`config.mk`:
```
export PLATFORM = sky130hd
export DESIGN_NAME = io_channels
export DESIGN_NICKNAME = d
export VERILOG_FILES = /design/src/rtl/io_channel_pkg.sv /design/src/rtl/io_fifo.sv /design/src/rtl/io_channels.sv
export SDC_FILE = /design/constraint.sdc
export NUM_CORES = 1
export LEC_CHECK = 0
export BUFFER_PORTS_ARGS = -buffer_cell sky130_fd_sc_hd__buf_4
export CAP_MARGIN = 0
export CORE_MARGIN = 4
export CORE_UTILIZATION = 54
export CTS_BUF_LIST = sky130_fd_sc_hd__clkbuf_16
export DETAILED_ROUTE_END_ITERATION = 12
export GPL_TIMING_DRIVEN = 0
export PLACE_DENSITY_LB_ADDON = 0.2
export SLEW_MARGIN = 20
export SYNTH_ARGS = -nofsm -noshare
export SYNTH_HDL_FRONTEND = slang
export SYNTH_HIERARCHICAL = 1
export SYNTH_SLANG_ARGS = --single-unit
export TNS_END_PERCENT = 10
```
`constraint.sdc`:
```
create_clock -name clock -period 4.1 [get_ports clock]
set_input_delay 0.41 -clock clock [delete_from_list [all_inputs] [get_ports clock]]
set_output_delay 0.41 -clock clock [all_outputs]
set_load 0.01 [all_outputs]
```
`src/rtl/io_channel_pkg.sv`:
```
// Shared definitions for the zero VM I/O channel unit: request op codes and
// a helper that sizes the channel-select field.
package io_channel_pkg;

   typedef enum logic [1:0] {
      IO_IN_SIZE  = 2'd0,
      IO_IN       = 2'd1,
      IO_OUT      = 2'd2,
      IO_OUT_SIZE = 2'd3
   } io_op_t;

   // Width of the channel-select field; a single channel still needs one bit.
   function automatic int chan_width(input int nchannels);
      return (nchannels <= 1) ? 1 : $clog2(nchannels);
   endfunction

endpackage

```
`src/rtl/io_fifo.sv`:
```
// Single-clock FIFO with a registered count. With OVERWRITE set, a push into a
// full FIFO (and no pop in the same cycle) discards the oldest entry so the
// new word is always stored.
module io_fifo #(
   parameter int W         = 12,
   parameter int DEPTH     = 4,
   parameter bit OVERWRITE = 1'b0,
   localparam int CNTW     = $clog2(DEPTH + 1),
   localparam int PW       = (DEPTH > 1) ? $clog2(DEPTH) : 1
) (
   input  logic            clock,
   input  logic            reset,
   input  logic            push,
   input  logic            pop,
   input  logic [W-1:0]    wdata,
   output logic [CNTW-1:0] count,
   output logic [W-1:0]    head,
   output logic            empty,
   output logic            full
);

   logic [W-1:0]    mem [DEPTH];
   logic [PW-1:0]   rd_ptr;
   logic [PW-1:0]   wr_ptr;
   logic [CNTW-1:0] count_q;
   logic            do_pop;
   logic            do_push;
   logic            do_drop;
   logic            advance_rd;

   // Pointers wrap modulo DEPTH, which need not be a power of two.
   function automatic logic [PW-1:0] next_ptr(input logic [PW-1:0] p);
      return (p == PW'(DEPTH - 1)) ? '0 : p + PW'(1);
   endfunction

   assign empty      = (count_q == '0);
   assign full       = (count_q == CNTW'(DEPTH));
   assign do_pop     = pop & ~empty;
   // A full FIFO still takes a push when a pop frees a slot this cycle.
   assign do_drop    = push & full & ~do_pop & OVERWRITE;
   assign do_push    = push & (~full | do_pop | OVERWRITE);
   assign advance_rd = do_pop | do_drop;
   assign count      = count_q;
   assign head       = empty ? '0 : mem[rd_ptr];

   // Pointer and occupancy update; reset empties the FIFO at once.
   always_ff @(posedge clock or negedge reset) begin
      if (!reset) begin
         rd_ptr  <= '0;
         wr_ptr  <= '0;
         count_q <= '0;
      end else begin
         if (do_push) wr_ptr <= next_ptr(wr_ptr);
         if (advance_rd) rd_ptr <= next_ptr(rd_ptr);
         if (do_push && !advance_rd) count_q <= count_q + CNTW'(1);
         else if (!do_push && advance_rd) count_q <= count_q - CNTW'(1);
      end
   end

   // Storage array; contents are only visible while the count covers them.
   always_ff @(posedge clock) begin
      if (do_push) mem[wr_ptr] <= wdata;
   end

endmodule

```
`src/rtl/io_channels.sv`:
```
// Multi-channel input/output stream unit for the zero VM. Each channel owns an
// input FIFO (filled by an external producer, drained by VM IN) and an output
// FIFO (filled by VM OUT, drained by an external consumer). VM requests are
// evaluated on pre-edge state and answered one cycle later.
//
// Handshake rule for every ext* port pair: a word moves on a rising edge
// exactly when valid and ready are both high; valid never waits for ready, and
// ready/valid outputs come only from registered counts.
module io_channels
   import io_channel_pkg::*;
#(
   parameter int MemoryElementWidth = 12,
   parameter int NChannels          = 2,
   parameter int NIn                = 4,
   parameter int NOut               = 8,
   parameter bit OutOverwrite       = 1'b0,
   localparam int W                 = MemoryElementWidth,
   localparam int CW                = chan_width(NChannels)
) (
   input  logic                   clock,
   input  logic                   reset,
   input  logic [NChannels-1:0]   extInValid,
   input  logic [NChannels*W-1:0] extInData,
   output logic [NChannels-1:0]   extInReady,
   output logic [NChannels-1:0]   extOutValid,
   output logic [NChannels*W-1:0] extOutData,
   input  logic [NChannels-1:0]   extOutReady,
   input  logic                   req,
   input  logic [1:0]             op,
   input  logic [CW-1:0]          chan,
   input  logic [W-1:0]           wdata,
   output logic                   ack,
   output logic [W-1:0]           rdata,
   output logic                   err
);

   localparam int INW  = $clog2(NIn + 1);
   localparam int OUTW = $clog2(NOut + 1);

   logic [NChannels-1:0] in_push, in_pop, in_empty, in_full;
   logic [NChannels-1:0] out_push, out_pop, out_empty, out_full;
   logic [INW-1:0]       in_count  [NChannels];
   logic [OUTW-1:0]      out_count [NChannels];
   logic [W-1:0]         in_head   [NChannels];
   logic [W-1:0]         out_head  [NChannels];

   io_op_t          req_op;
   logic            chan_ok;
   logic            is_in;
   logic            is_out;
   logic [INW-1:0]  sel_in_count;
   logic            sel_in_empty;
   logic [W-1:0]    sel_in_head;
   logic [OUTW-1:0] sel_out_count;
   logic            sel_out_full;
   logic            sel_out_pop;
   logic [W-1:0]    resp_rdata;
   logic            resp_err;

   assign req_op  = io_op_t'(op);
   assign chan_ok = (int'(chan) < NChannels);
   assign is_in   = req & chan_ok & (req_op == IO_IN);
   assign is_out  = req & chan_ok & (req_op == IO_OUT);

   for (genvar c = 0; c < NChannels; c++) begin : g_chan
      logic sel;
      assign sel = (int'(chan) == c);

      // A full input FIFO refuses the producer even if the VM pops this cycle.
      assign in_push[c]  = extInValid[c] & ~in_full[c];
      assign in_pop[c]   = is_in & sel & ~in_empty[c];
      assign out_pop[c]  = extOutReady[c] & ~out_empty[c];
      assign out_push[c] = is_out & sel & (~out_full[c] | out_pop[c] | OutOverwrite);

      io_fifo #(.W(W), .DEPTH(NIn), .OVERWRITE(1'b0)) u_in_fifo (
         .clock (clock),
         .reset (reset),
         .push  (in_push[c]),
         .pop   (in_pop[c]),
         .wdata (extInData[c*W +: W]),
         .count (in_count[c]),
         .head  (in_head[c]),
         .empty (in_empty[c]),
         .full  (in_full[c])
      );

      io_fifo #(.W(W), .DEPTH(NOut), .OVERWRITE(OutOverwrite)) u_out_fifo (
         .clock (clock),
         .reset (reset),
         .push  (out_push[c]),
         .pop   (out_pop[c]),
         .wdata (wdata),
         .count (out_count[c]),
         .head  (out_head[c]),
         .empty (out_empty[c]),
         .full  (out_full[c])
      );

      assign extInReady[c]         = ~in_full[c];
      assign extOutValid[c]        = ~out_empty[c];
      assign extOutData[c*W +: W]  = out_head[c];
   end

   // Pick the addressed channel's FIFO status for the request decoder.
   always_comb begin
      sel_in_count  = '0;
      sel_in_empty  = 1'b1;
      sel_in_head   = '0;
      sel_out_count = '0;
      sel_out_full  = 1'b0;
      sel_out_pop   = 1'b0;
      for (int c = 0; c < NChannels; c++) begin
         if (int'(chan) == c) begin
            sel_in_count  = in_count[c];
            sel_in_empty  = in_empty[c];
            sel_in_head   = in_head[c];
            sel_out_count = out_count[c];
            sel_out_full  = out_full[c];
            sel_out_pop   = out_pop[c];
         end
      end
   end

   // Decode the request into its response; failures and OUT return zero data.
   always_comb begin
      resp_rdata = '0;
      resp_err   = 1'b0;
      if (req) begin
         if (!chan_ok) begin
            resp_err = 1'b1;
         end else begin
            case (req_op)
               IO_IN_SIZE:  resp_rdata = W'(sel_in_count);
               IO_IN: begin
                  if (sel_in_empty) resp_err = 1'b1;
                  else resp_rdata = sel_in_head;
               end
               IO_OUT: begin
                  if (sel_out_full && !sel_out_pop && !OutOverwrite) resp_err = 1'b1;
               end
               IO_OUT_SIZE: resp_rdata = W'(sel_out_count);
               default:     resp_err = 1'b1;
            endcase
         end
      end
   end

   // Registered response stage: one-cycle latency, zeros when idle.
   always_ff @(posedge clock or negedge reset) begin
      if (!reset) begin
         ack   <= 1'b0;
         rdata <= '0;
         err   <= 1'b0;
      end else begin
         ack   <= req;
         rdata <= resp_rdata;
         err   <= resp_err;
      end
   end

endmodule

```
=== Yosys cells after proc, flatten, opt, wreduce, memory -nomap -nowiden ===
Memories as Yosys holds them, arrays and structs flattened.
Cells that the tools add are included.
W data, S select, Z words.

* Add/subtract/negate cells: 16
* Reductions and logical operators: 27
* Equality and inequality tests: 15
* Bitwise operators: 37
* Mux-type cells: 41

{| class="wikitable"
|+ Operators with widths
! operator !! count
|-
| $mux W12 || 7
|-
| $pmux W12 S3 || 1
|-
| $mux W3 || 9
|-
| $and A1 B1 Y1 || 22
|-
| $mux W4 || 5
|-
| $add A3 B1 Y3 const B || 6
|-
| $eq A3 B3 Y1 const B || 6
|-
| $mux W1 || 14
|-
| $eq A2 B2 Y1 const B || 6
|-
| $logic_and A1 B1 Y1 || 9
|-
| $logic_not A1 Y1 || 9
|-
| $not A1 Y1 || 9
|-
| $add A2 B1 Y2 const B || 4
|-
| $add A4 B1 Y4 const B || 2
|-
| $eq A4 B4 Y1 const B || 2
|-
| $logic_not A4 Y1 || 2
|-
| $mux W2 || 4
|-
| $reduce_bool A2 Y1 || 4
|-
| $sub A4 B1 Y4 const B || 2
|-
| $logic_not A3 Y1 || 2
|-
| $or A1 B1 Y1 || 6
|-
| $sub A3 B1 Y3 const B || 2
|-
| $eq A2 B1 Y1 const B || 1
|-
| $logic_not A2 Y1 || 1
|-
| $pmux W1 S2 || 1
|}

* Bits of input ports: 46
* Word-level logic and storage cells: 155
* Register bits after elaboration: 48
* Memories kept: 4
* Memory bits (writable): 288
* Output and inout bits: 42

{| class="wikitable"
|+ Memory list
! memory !! depth !! bits a word !! read ports !! clocked after Yosys merged registers in !! write ports !! RTL line !! text
|-
| g_chan[0].u_out_fifo.mem || 8 || 12 || 1 || 0 || 1 || io_fifo.sv:22 || <nowiki>logic [W-1:0] mem [DEPTH];</nowiki>
|-
| g_chan[1].u_out_fifo.mem || 8 || 12 || 1 || 0 || 1 || io_fifo.sv:22 ||
|-
| g_chan[0].u_in_fifo.mem || 4 || 12 || 1 || 0 || 1 || io_fifo.sv:22 ||
|-
| g_chan[1].u_in_fifo.mem || 4 || 12 || 1 || 0 || 1 || io_fifo.sv:22 ||
|}

=== Longest topological paths before layout ===
Gate-level depths: netlist of run 1.

* Depth in word-level cells: 11
* Mapped depth: 13

=== By module ===
The synthesis of run 1 kept the hierarchy.

{| class="wikitable"
|+ By module, submodules not included
! module !! cells each !! instances !! area an instance (µm²)
|-
| io_fifo at g_chan[0].u_in_fifo ... || 113 || 2 || 2347.3
|-
| io_fifo at g_chan[0].u_out_fifo || 207 || 1 || 4277.9
|-
| io_fifo at g_chan[1].u_out_fifo || 205 || 1 || 4276.6
|-
| io_channels || 86 || 1 || 888.4
|}

=== Worst setup path before layout of run 1 ===
No wires, ideal clock.

* Kind: register to register
* Start: register g_chan[0].u_out_fifo.count_q[0]
* End: memory g_chan[0].u_out_fifo.mem[4][0], enable pin
* Arrival: 2912 ps
* Cell stages (with the launch flop): 7
* Data required time: 3683 ps
* Path slack: 771 ps
* Buffers on the path: 0
* Period minus slack after synthesis: 3329 ps
* Library setup time: 417 ps
* Cells stage by stage: dfrtp_1 > nor4_2 > nor2b_1 > nor2_1 > nor3_1 > o21ai_4 > nor4b_1

* Longest elaborated chain between the ends: 8
* Elaborated cells on any way between the ends: 12
* Those cells by class: 1 x eq/ne; 2 x mux; 8 x bitwise; 1 x reduce/logical

{| class="wikitable"
|+ RTL lines
! element !! RTL line !! text
|-
| start, declared || io_fifo.sv:25 || <nowiki>logic [CNTW-1:0] count_q;</nowiki>
|-
| start signal, assigned || io_fifo.sv:55 || <nowiki>if (do_push && !advance_rd) count_q <= count_q + CNTW'(1);</nowiki>
|-
| start signal, assigned || io_fifo.sv:56 || <nowiki>else if (!do_push && advance_rd) count_q <= count_q - CNTW'(1);</nowiki>
|-
| $logic_not A4 Y1 || io_fifo.sv:36 || <nowiki>assign empty = (count_q == '0);</nowiki>
|-
| named net out_empty[0] || io_channels.sv:41 || <nowiki>logic [NChannels-1:0] out_push, out_pop, out_empty, out_full;</nowiki>
|-
| $not A1 Y1 || io_channels.sv:72 || <nowiki>assign out_pop[c] = extOutReady[c] & ~out_empty[c];</nowiki>
|-
| $and A1 B1 Y1 || io_channels.sv:72 ||
|-
| named net out_pop[0] || io_channels.sv:41 ||
|-
| $or A1 B1 Y1 || io_channels.sv:73 || <nowiki>assign out_push[c] = is_out & sel & (~out_full[c] | out_pop[c] | OutOverwrite);</nowiki>
|-
| $and A1 B1 Y1 || io_channels.sv:73 ||
|-
| named net out_push[0] || io_channels.sv:41 ||
|-
| $and A1 B1 Y1 || io_fifo.sv:41 || <nowiki>assign do_push = push & (~full | do_pop | OVERWRITE);</nowiki>
|-
| $mux W1 || io_fifo.sv:62 || <nowiki>if (do_push) mem[wr_ptr] <= wdata;</nowiki>
|-
| $mux W1 (implied by the code) || io_fifo.sv:62 ||
|-
| end, declared || io_fifo.sv:22 ||
|}

The timed path passes the listed nets, and every way through them passes these cells.

=== Worst setup path in the final report of run 1 ===
* Start: register g_chan[1].u_out_fifo.count_q[0]
* End: register g_chan[1].u_out_fifo.count_q[3]

* Longest elaborated chain between the ends: 9
* Elaborated cells on any way between the ends: 19
* Those cells by class: 2 x add/sub; 1 x eq/ne; 2 x mux; 8 x bitwise; 6 x reduce/logical

{| class="wikitable"
|+ RTL lines
! element !! RTL line !! text
|-
| start, declared || io_fifo.sv:25 ||
|-
| start signal, assigned || io_fifo.sv:55 ||
|-
| start signal, assigned || io_fifo.sv:56 ||
|-
| $logic_not A4 Y1 * || io_fifo.sv:36 ||
|-
| named net out_empty[1] || io_channels.sv:41 ||
|-
| $not A1 Y1 * || io_channels.sv:72 ||
|-
| $and A1 B1 Y1 * || io_channels.sv:72 ||
|-
| named net out_pop[1] || io_channels.sv:41 ||
|-
| $or A1 B1 Y1 * || io_channels.sv:73 ||
|-
| $and A1 B1 Y1 * || io_channels.sv:73 ||
|-
| named net out_push[1] || io_channels.sv:41 ||
|-
| $and A1 B1 Y1 * || io_fifo.sv:41 ||
|-
| named net g_chan[1].u_out_fifo.do_push || io_fifo.sv:27 || <nowiki>logic do_push;</nowiki>
|-
| $logic_not A1 Y1 || io_fifo.sv:56 ||
|-
| $logic_and A1 B1 Y1 || io_fifo.sv:56 ||
|-
| $reduce_bool A2 Y1 (no source line) || n/a ||
|}

The timed path passes the listed nets; every way through them passes the cells marked *. The select of a mux whose other input is x is not followed.
A chain may end at the register's enable or synchronous reset.

==> results of run 1 <==
==> kinds of logic after synthesis <==
family,after synthesis
buffers and inverters,52
XOR/XNOR,10
AND/OR/NAND/NOR,121
multiplexers,109
flip-flops,336
AO/OA/AOI/OAI,61
adder cells (fa/ha/maj),35
==> layer usage <==
layer	share of wire (%)	vias up	wire [um]	GRT usage (%)
met2	53	214	14400	34.1
met3	5.6	34	1530	3.42
met1	40	3697	11000	25.9
met4	1.6	0	424	4.41
li1	-	3205	-	-
met5	0	-	0	0
==> state kept, by name, summed over array words and instances, names as in the netlist <==
name                      count
g_chan.u_out_fifo/mem       192
g_chan.u_in_fifo/mem         96
rdata                        12
g_chan.u_out_fifo/count       8
g_chan.u_in_fifo/count        6
g_chan.u_out_fifo/rd_ptr      6
g_chan.u_out_fifo/wr_ptr      6
g_chan.u_in_fifo/rd_ptr       4
g_chan.u_in_fifo/wr_ptr       4
ack                           1
err                           1
==> timing repair <==
item / CTS / global route
buffers inserted: 0 / 0
endpoints found under the hold margin: 48 / 0
hold buffers: 1 / 0
==> cells in the final DEF, fill, tap and decap left out, types with 12 or more instances in the layout <==
cell,Yosys,final
nand2_1,12,12
nor2b_4,16,16
inv_1,21,26
dfrtp_1,48,48
clkbuf_1,12,12
buf_2,8,13
a22o_1,24,24
mux2i_1,14,14
nor2_1,24,20
clkbuf_16,0,35
mux4_2,64,64
nor2b_1,12,12
mux2_2,16,16
ha_1,31,31
buf_4,3,98
edfxtp_1,288,288
==> power by group through the flow <==
| stage | Sequential (mW) | Clock, mW | Combinational (mW) |
|---|---|---|---|
| global placement | 4.52 | 0 | 3.60 |
| CTS | 4.51 | 3.26 | 3.76 |
| finish | 4.50 | 3.18 | 3.69 |
| global route | 4.56 | 3.39 | 4.05 |
| floorplan | 4.46 | 0 | 2.64 |
| detailed placement | 4.58 | 0 | 3.73 |
==> area by class of cell <==
class                           instances  area [um2]  area share, %
Sequential cell                       336        9850           59.4
Clock inverter                         27         297           1.79
Timing Repair Buffer                  103         771           4.65
Multi-Input combinational cell        336        4080           24.6
Tap cell                              330         413           2.49
Inverter                               22        82.6          0.498
Clock buffer                           35         876           5.29
Buffer                                 30         204           1.23
==> through the flow <==
step / hold WS (ns) / power [mW] / area (um2)
after floorplan: 0.114 / 7.10 / 14100
after global placement: 0.478 / 8.12 / 15200
after detailed placement: 0.489 / 8.31 / 15400
after CTS: 0.0547 / 11.5 / 16600
after global routing: 0.0624 / 12.0 / 16600
final: 0.0803 / 11.4 / 16600
==> Yosys cell counts (all sizes together) (3+ instances only) <==
library cell,n,area share [%]
o21ai,5,0.34
edfxtp,288,61
dfrtp,48,8.5
nor2b,28,2.1
nor2,24,0.64
or3,3,0.17
nor4,4,0.27
nand3,4,0.14
and2,8,0.35
mux4,72,12
nor3b,6,0.39
buf,18,1.1
nor3,13,0.46
and2b,4,0.21
o211ai,6,0.32
xor2,4,0.25
ha,31,2.7
inv,22,0.58
nand2b,6,0.27
clkbuf,12,0.32
xnor2,6,0.37
a221oi,3,0.19
a22o,24,1.5
mux2,23,2.0
nand2,12,0.32
a22oi,3,0.16
o2bb2ai,3,0.27
a21oi,7,0.25
fa,4,0.57
mux2i,14,0.99
==> worst min path at each step <==
stage	from	end	depth (start not counted)
after global placement	reset	g_chan[0].u_in_fifo/rd_ptr[1]$_DFFE_PN0P_	1
final	req	ack$_DFF_PN0_	1
after global routing	req	ack$_DFF_PN0_	1
after floorplan	reset	ack$_DFF_PN0_	0
after detailed placement	reset	g_chan[0].u_in_fifo/rd_ptr[1]$_DFFE_PN0P_	1
after CTS	req	ack$_DFF_PN0_	1
==> results.cfg, run 1 <==
[die]
dieArea_um2 = 28800
die_h_um = 170
row_count = 58
ios = 88
die_w_um = 170
start_util_pct = 55.5
core_um2 = 25500

[synth]
syn-num-nets = 805
synth_ff_type = edfxtp_1
synth_compound_area_share_pct = 3.79
ys_types = 56
yosys_warnings = 6
synth_top_family_by_area = multiplexers
synth_xor_area_share_pct = 0.620
netlist_area_um2 = 14100
syn_area_per_cell_um2 = 19.5
synth_sequential_area_ratio_pct = 69.7
synthCells = 724
synth_edf_count = 288
synthAdderAreaFrac_pct = 3.31
synthSimpleGateAreaFrac_pct = 5.89
synth_mux_area_share_pct = 14.7
async_flop_share_pct = 14.3
synth-seq-cells = 336

[setup_path]
slowest_delay_ns = 0.56
cpMaxStageDelayCell = or4_1
worstSetupEndpointType = register
regToRegStartpoint = g_chan[1].u_out_fifo/count[0]$_DFFE_PN0P_
worstSetupPathType = register to register
crit_required_ns = 4.49
arrival_ns = 4.12
cp_cell_sequence = nor4_2 -> nor2b_1 -> nor2b_1 -> nor3b_1 -> o21ai_4 -> inv_1 -> ha_1 -> inv_1 -> ha_1 -> or4_1 -> o211ai_1 -> o211ai_1
crit_start = g_chan[1].u_out_fifo/count[0]$_DFFE_PN0P_
cp_max_fo = 8
cp_num_buf_inv = 2
path_depth = 12
r2r_slack_ns = 0.37
critPathLaunchType = register
critPathTopFamily = simple AND/OR/NAND/NOR gates
reg2reg_to = g_chan[1].u_out_fifo/count[3]$_DFFE_PN0P_
endpoint = g_chan[1].u_out_fifo/count[3]$_DFFE_PN0P_
reg2regPathDepth = 12

[timing]
tightest_slew_ns = 0.852
period_share_pct = 91.0
rsz0062_at_grt = false
fmax_ghz = 0.268
setup_viol_count_final = 0
fin_worst_skew_ns = 0.0303
slew_headroom_pct = 43.1
min_period_ns = 3.73
fin_ws_ns = 0.370
fin_tns_setup_ns = 0
hold_violations = 0
maxSlewViolCount = 0

[global_routing]
grt_pass1_wl_um = 43200
grt_max_degree = 49
antenna_found_initial = 0
grt_pass1_vias = 7594
grt.total_usage_pct = 19.5
grt_overflow_total = 0

[pwr]
switching_share_pct = 29.5
ir_worst_vdd_v = 0.000460
power_frac_clock_pct = 28.0
p_switching_mw = 3.35
combPwrFrac_pct = 32.4
seqPwrFrac_pct = 39.6
p_leak_nw = 6.00
p_int_mw = 8.02
power.density_nw_per_um2 = 686

[routing]
wl_per_cell_um = 22.4
first_pass_iters = 5
drt-vias-per-instance = 5.87
postRouteAntennaNets = 0
wirelength_um = 27300
num_vias = 7150
drt_iter0_drc = 648
drc = 0

[layout]
drive_gt1_share_pct = 34.2
n_antenna_cell = 0
fill_cells = 1704
nNetsFinal = 945
instances_no_fill = 1219
fin_util_pct = 65.0
area_growth_pct = 17.2

[cts]
cts-root-buf = clkbuf_16
cts_tree = done
insertion_delay_ns = 0.51
clock_path_buffers = 3
ctsResizeCount = 0
htreeDepth = 2
cts.sinks = 336
cts_buffers = 35
path_clk_slew_ns = 0.06

[place]
dpl.hpwl_um = 18400
place_inst = 1156
dp_slack_ns = 0.367
place_congestion = 0.773
port_buffers = 86

[flow_run]
cap_violations = 0

[min_path]
hp-class = primary input to register

[outcome]
status = finished, final reports clean
(Power assumes the default switching activity.)
==> run 2: changes to the inputs <==
--- a/config.mk
+++ b/config.mk
@@ -12,7 +12,9 @@
 export CTS_BUF_LIST = sky130_fd_sc_hd__clkbuf_16
 export DETAILED_ROUTE_END_ITERATION = 12
 export GPL_TIMING_DRIVEN = 0
+export MAX_ROUTING_LAYER = met4
 export PLACE_DENSITY_LB_ADDON = 0.2
+export SETUP_SLACK_MARGIN = 0.05
 export SLEW_MARGIN = 20
 export SYNTH_ARGS = -nofsm -noshare
 export SYNTH_HDL_FRONTEND = slang
==> constraint.sdc (replaced) <==
create_clock -name clock -period 4.75 [get_ports clock]
set_input_delay 0.475 -clock clock [delete_from_list [all_inputs] [get_ports clock]]
set_output_delay 0.475 -clock clock [all_outputs]
set_load 0.01 [all_outputs]
==> run 2 against run 1 <==
- flip-flop and latch count did not move
- sequential share of layout area barely moved
- wire length barely moved
- combinational power fell by 14%
- non-clock buffer count fell by 1
- cell count barely moved
- worst setup slack improved by 0.62 ns
- count of clock-buffer cells in the layout did not move
- die area did not move
- register-to-register slack improved by 0.62 ns
- largest cell class unchanged
==> results.cfg, run 2 (synthesized netlist as in run 1, its figures left out) <==
[timing]
fin_worst_skew_ns = 0.0297
setup_viol_count_final = 0
maxSlewViolCount = 0
rsz0062_at_grt = false
min_period_ns = 3.76
fin_hold_ws_ns = 0.00113
period_share_pct = 79.1
hold_violations = 0
fmax_ghz = 0.266
tightest_slew_ns = 0.877
slew_headroom_pct = 41.5

[place]
place_congestion = 0.783
dpl.hpwl_um = 18400
port_buffers = 86

[setup_path]
cp_cell_sequence = nor4_2 -> nor2b_1 -> nor2b_1 -> nor3b_1 -> o21ai_4 -> inv_1 -> ha_1 -> inv_1 -> ha_1 -> or4_1 -> o211ai_1 -> o211ai_1
cpMaxStageDelayCell = or4_1
crit_required_ns = 5.14
worstSetupEndpointType = register
worstSetupPathType = register to register
arrival_ns = 4.15
slowest_delay_ns = 0.56
critPathTopFamily = simple AND/OR/NAND/NOR gates
cp_num_buf_inv = 2
critPathLaunchType = register
cp_max_fo = 8

[outcome]
status = finished, final reports clean

[routing]
postRouteAntennaNets = 0
num_vias = 7119
first_pass_iters = 5
drt_iter0_drc = 507
drc = 0
wl_per_cell_um = 22.4
drt-vias-per-instance = 5.84
wirelength_um = 27300

[pwr]
p_leak_nw = 6.00
ir_worst_vdd_v = 0.000398
power.density_nw_per_um2 = 593
total_power_mw = 9.82

[die]
die_w_um = 170
dieArea_um2 = 28800
ios = 88
die_h_um = 170
core_um2 = 25500
start_util_pct = 55.5
row_count = 58

[layout]
area_growth_pct = 17.1
layout_common_cells = edfxtp_1 (288), buf_4 (98), mux4_2 (64)
top_register = g_chan.u_out_fifo/mem
n_antenna_cell = 0
drive_gt1_share_pct = 34.2
reg_top3 = g_chan.u_out_fifo/mem x192, g_chan.u_in_fifo/mem x96, rdata x12
largest_reg_flops = 192
fill_cells = 1705
final_common_cell = edfxtp_1
nNetsFinal = 944

[global_routing]
grt_overflow_total = 0
grt_pass1_wl_um = 43100
grt.total_usage_pct = 20.1
grt_pass1_vias = 7586
antenna_found_initial = 0
grt_max_degree = 49

[cts]
insertion_delay_ns = 0.51
cts_buffers = 35
htreeDepth = 2
holdBufCountCts = 0
path_clk_slew_ns = 0.06
cts-root-buf = clkbuf_16
clock_path_buffers = 3
cts.sinks = 336
cts_tree = done
post_cts_buffers = 0
ctsResizeCount = 0

[flow_run]
cap_violations = 0

[min_path]
hp-class = primary input to async pin
==> run 2: cell types whose count changed in the layout (fill, tap and decap cells not counted) <==
cell / before / now
dlygate4sd3_1: 1 / 0
==> run 2: layout make-up <==
| type | instances | area [um2] | area share [%] |
|---|---|---|---|
| Buffer | 30 | 204 | 1.23 |
| Inverter | 22 | 82.6 | 0.499 |
| Clock buffer | 35 | 876 | 5.29 |
| Sequential cell | 336 | 9850 | 59.5 |
| Clock inverter | 27 | 297 | 1.79 |
| Timing Repair Buffer | 102 | 761 | 4.59 |
| Tap cell | 330 | 413 | 2.49 |
| Multi-Input combinational cell | 336 | 4080 | 24.6 |
==> run 2: path summary, 6_finish.rpt <==
| check | startpoint | endpoint | slack [ns] | cells after the start |
|---|---|---|---|---|
| min in group clock | req | ack$_DFF_PN0_ | 0.14 | 1 |
| hold / removal | reset | g_chan[1].u_out_fifo/count[2]$_DFFE_PN0P_ | 0.001 | 1 |
| max in group asynchronous | reset | g_chan[1].u_in_fifo/rd_ptr[1]$_DFFE_PN0P_ | 4.28 | 1 |
| setup reg to reg | g_chan[1].u_out_fifo/count[0]$_DFFE_PN0P_ | g_chan[1].u_out_fifo/count[3]$_DFFE_PN0P_ | 0.99 | 12 |
| hold reg to reg | g_chan[1].u_in_fifo/count[2]$_DFFE_PN0P_ | g_chan[1].u_in_fifo/count[2]$_DFFE_PN0P_ | 0.54 | 1 |
| setup / recovery | g_chan[1].u_out_fifo/count[0]$_DFFE_PN0P_ | g_chan[1].u_out_fifo/count[3]$_DFFE_PN0P_ | 0.99 | 12 |
==> run 2: worst reg2reg max path, stage by stage (launching register included) <==
cell	delay (ns)
dfrtp_1	0.53
nor4_2	0.15
nor2b_1	0.50
nor2b_1	0.10
nor3b_1	0.44
o21ai_4	0.21
inv_1	0.10
ha_1	0.27
inv_1	0.14
ha_1	0.38
or4_1	0.56
o211ai_1	0.14
o211ai_1	0.11
==> run 2: metrics by stage <==
| step | area [um2] | util, % | worst slack, ns | setup TNS, ns | cells |
|---|---|---|---|---|---|
| CTS | 16600 | 65.0 | 0.983 | 0 | 1218 |
| floorplan | 14100 | - | 1.42 | 0 | 724 |
| finish | 16600 | 65.0 | 0.994 | 0 | 1218 |
| global placement | 15200 | 59.7 | -0.0589 | -0.915 | 1140 |
| detailed placement | 15400 | 60.4 | 1.02 | 0 | 1156 |
| global route | 16600 | 65.0 | 0.755 | 0 | 1218 |
==> run 2: metal layers <==
metal	global-route usage, %	up-vias	share of wire [%]
met5	-	-	0
li1	-	3199	-
met3	3.21	38	5.3
met2	34.0	207	52
met1	26.1	3675	41
met4	4.41	0	1.6
==> run 2: power by group <==
| part | internal, mW | total [mW] | leakage [nW] | switching (mW) |
|---|---|---|---|---|
| combinational | 1.66 | 3.19 | 2.21 | 1.52 |
| sequential | 3.59 | 3.89 | 3.20 | 0.300 |
| clock | 1.67 | 2.75 | 0.585 | 1.07 |
| total | 6.93 | 9.82 | 6.00 | 2.90 |
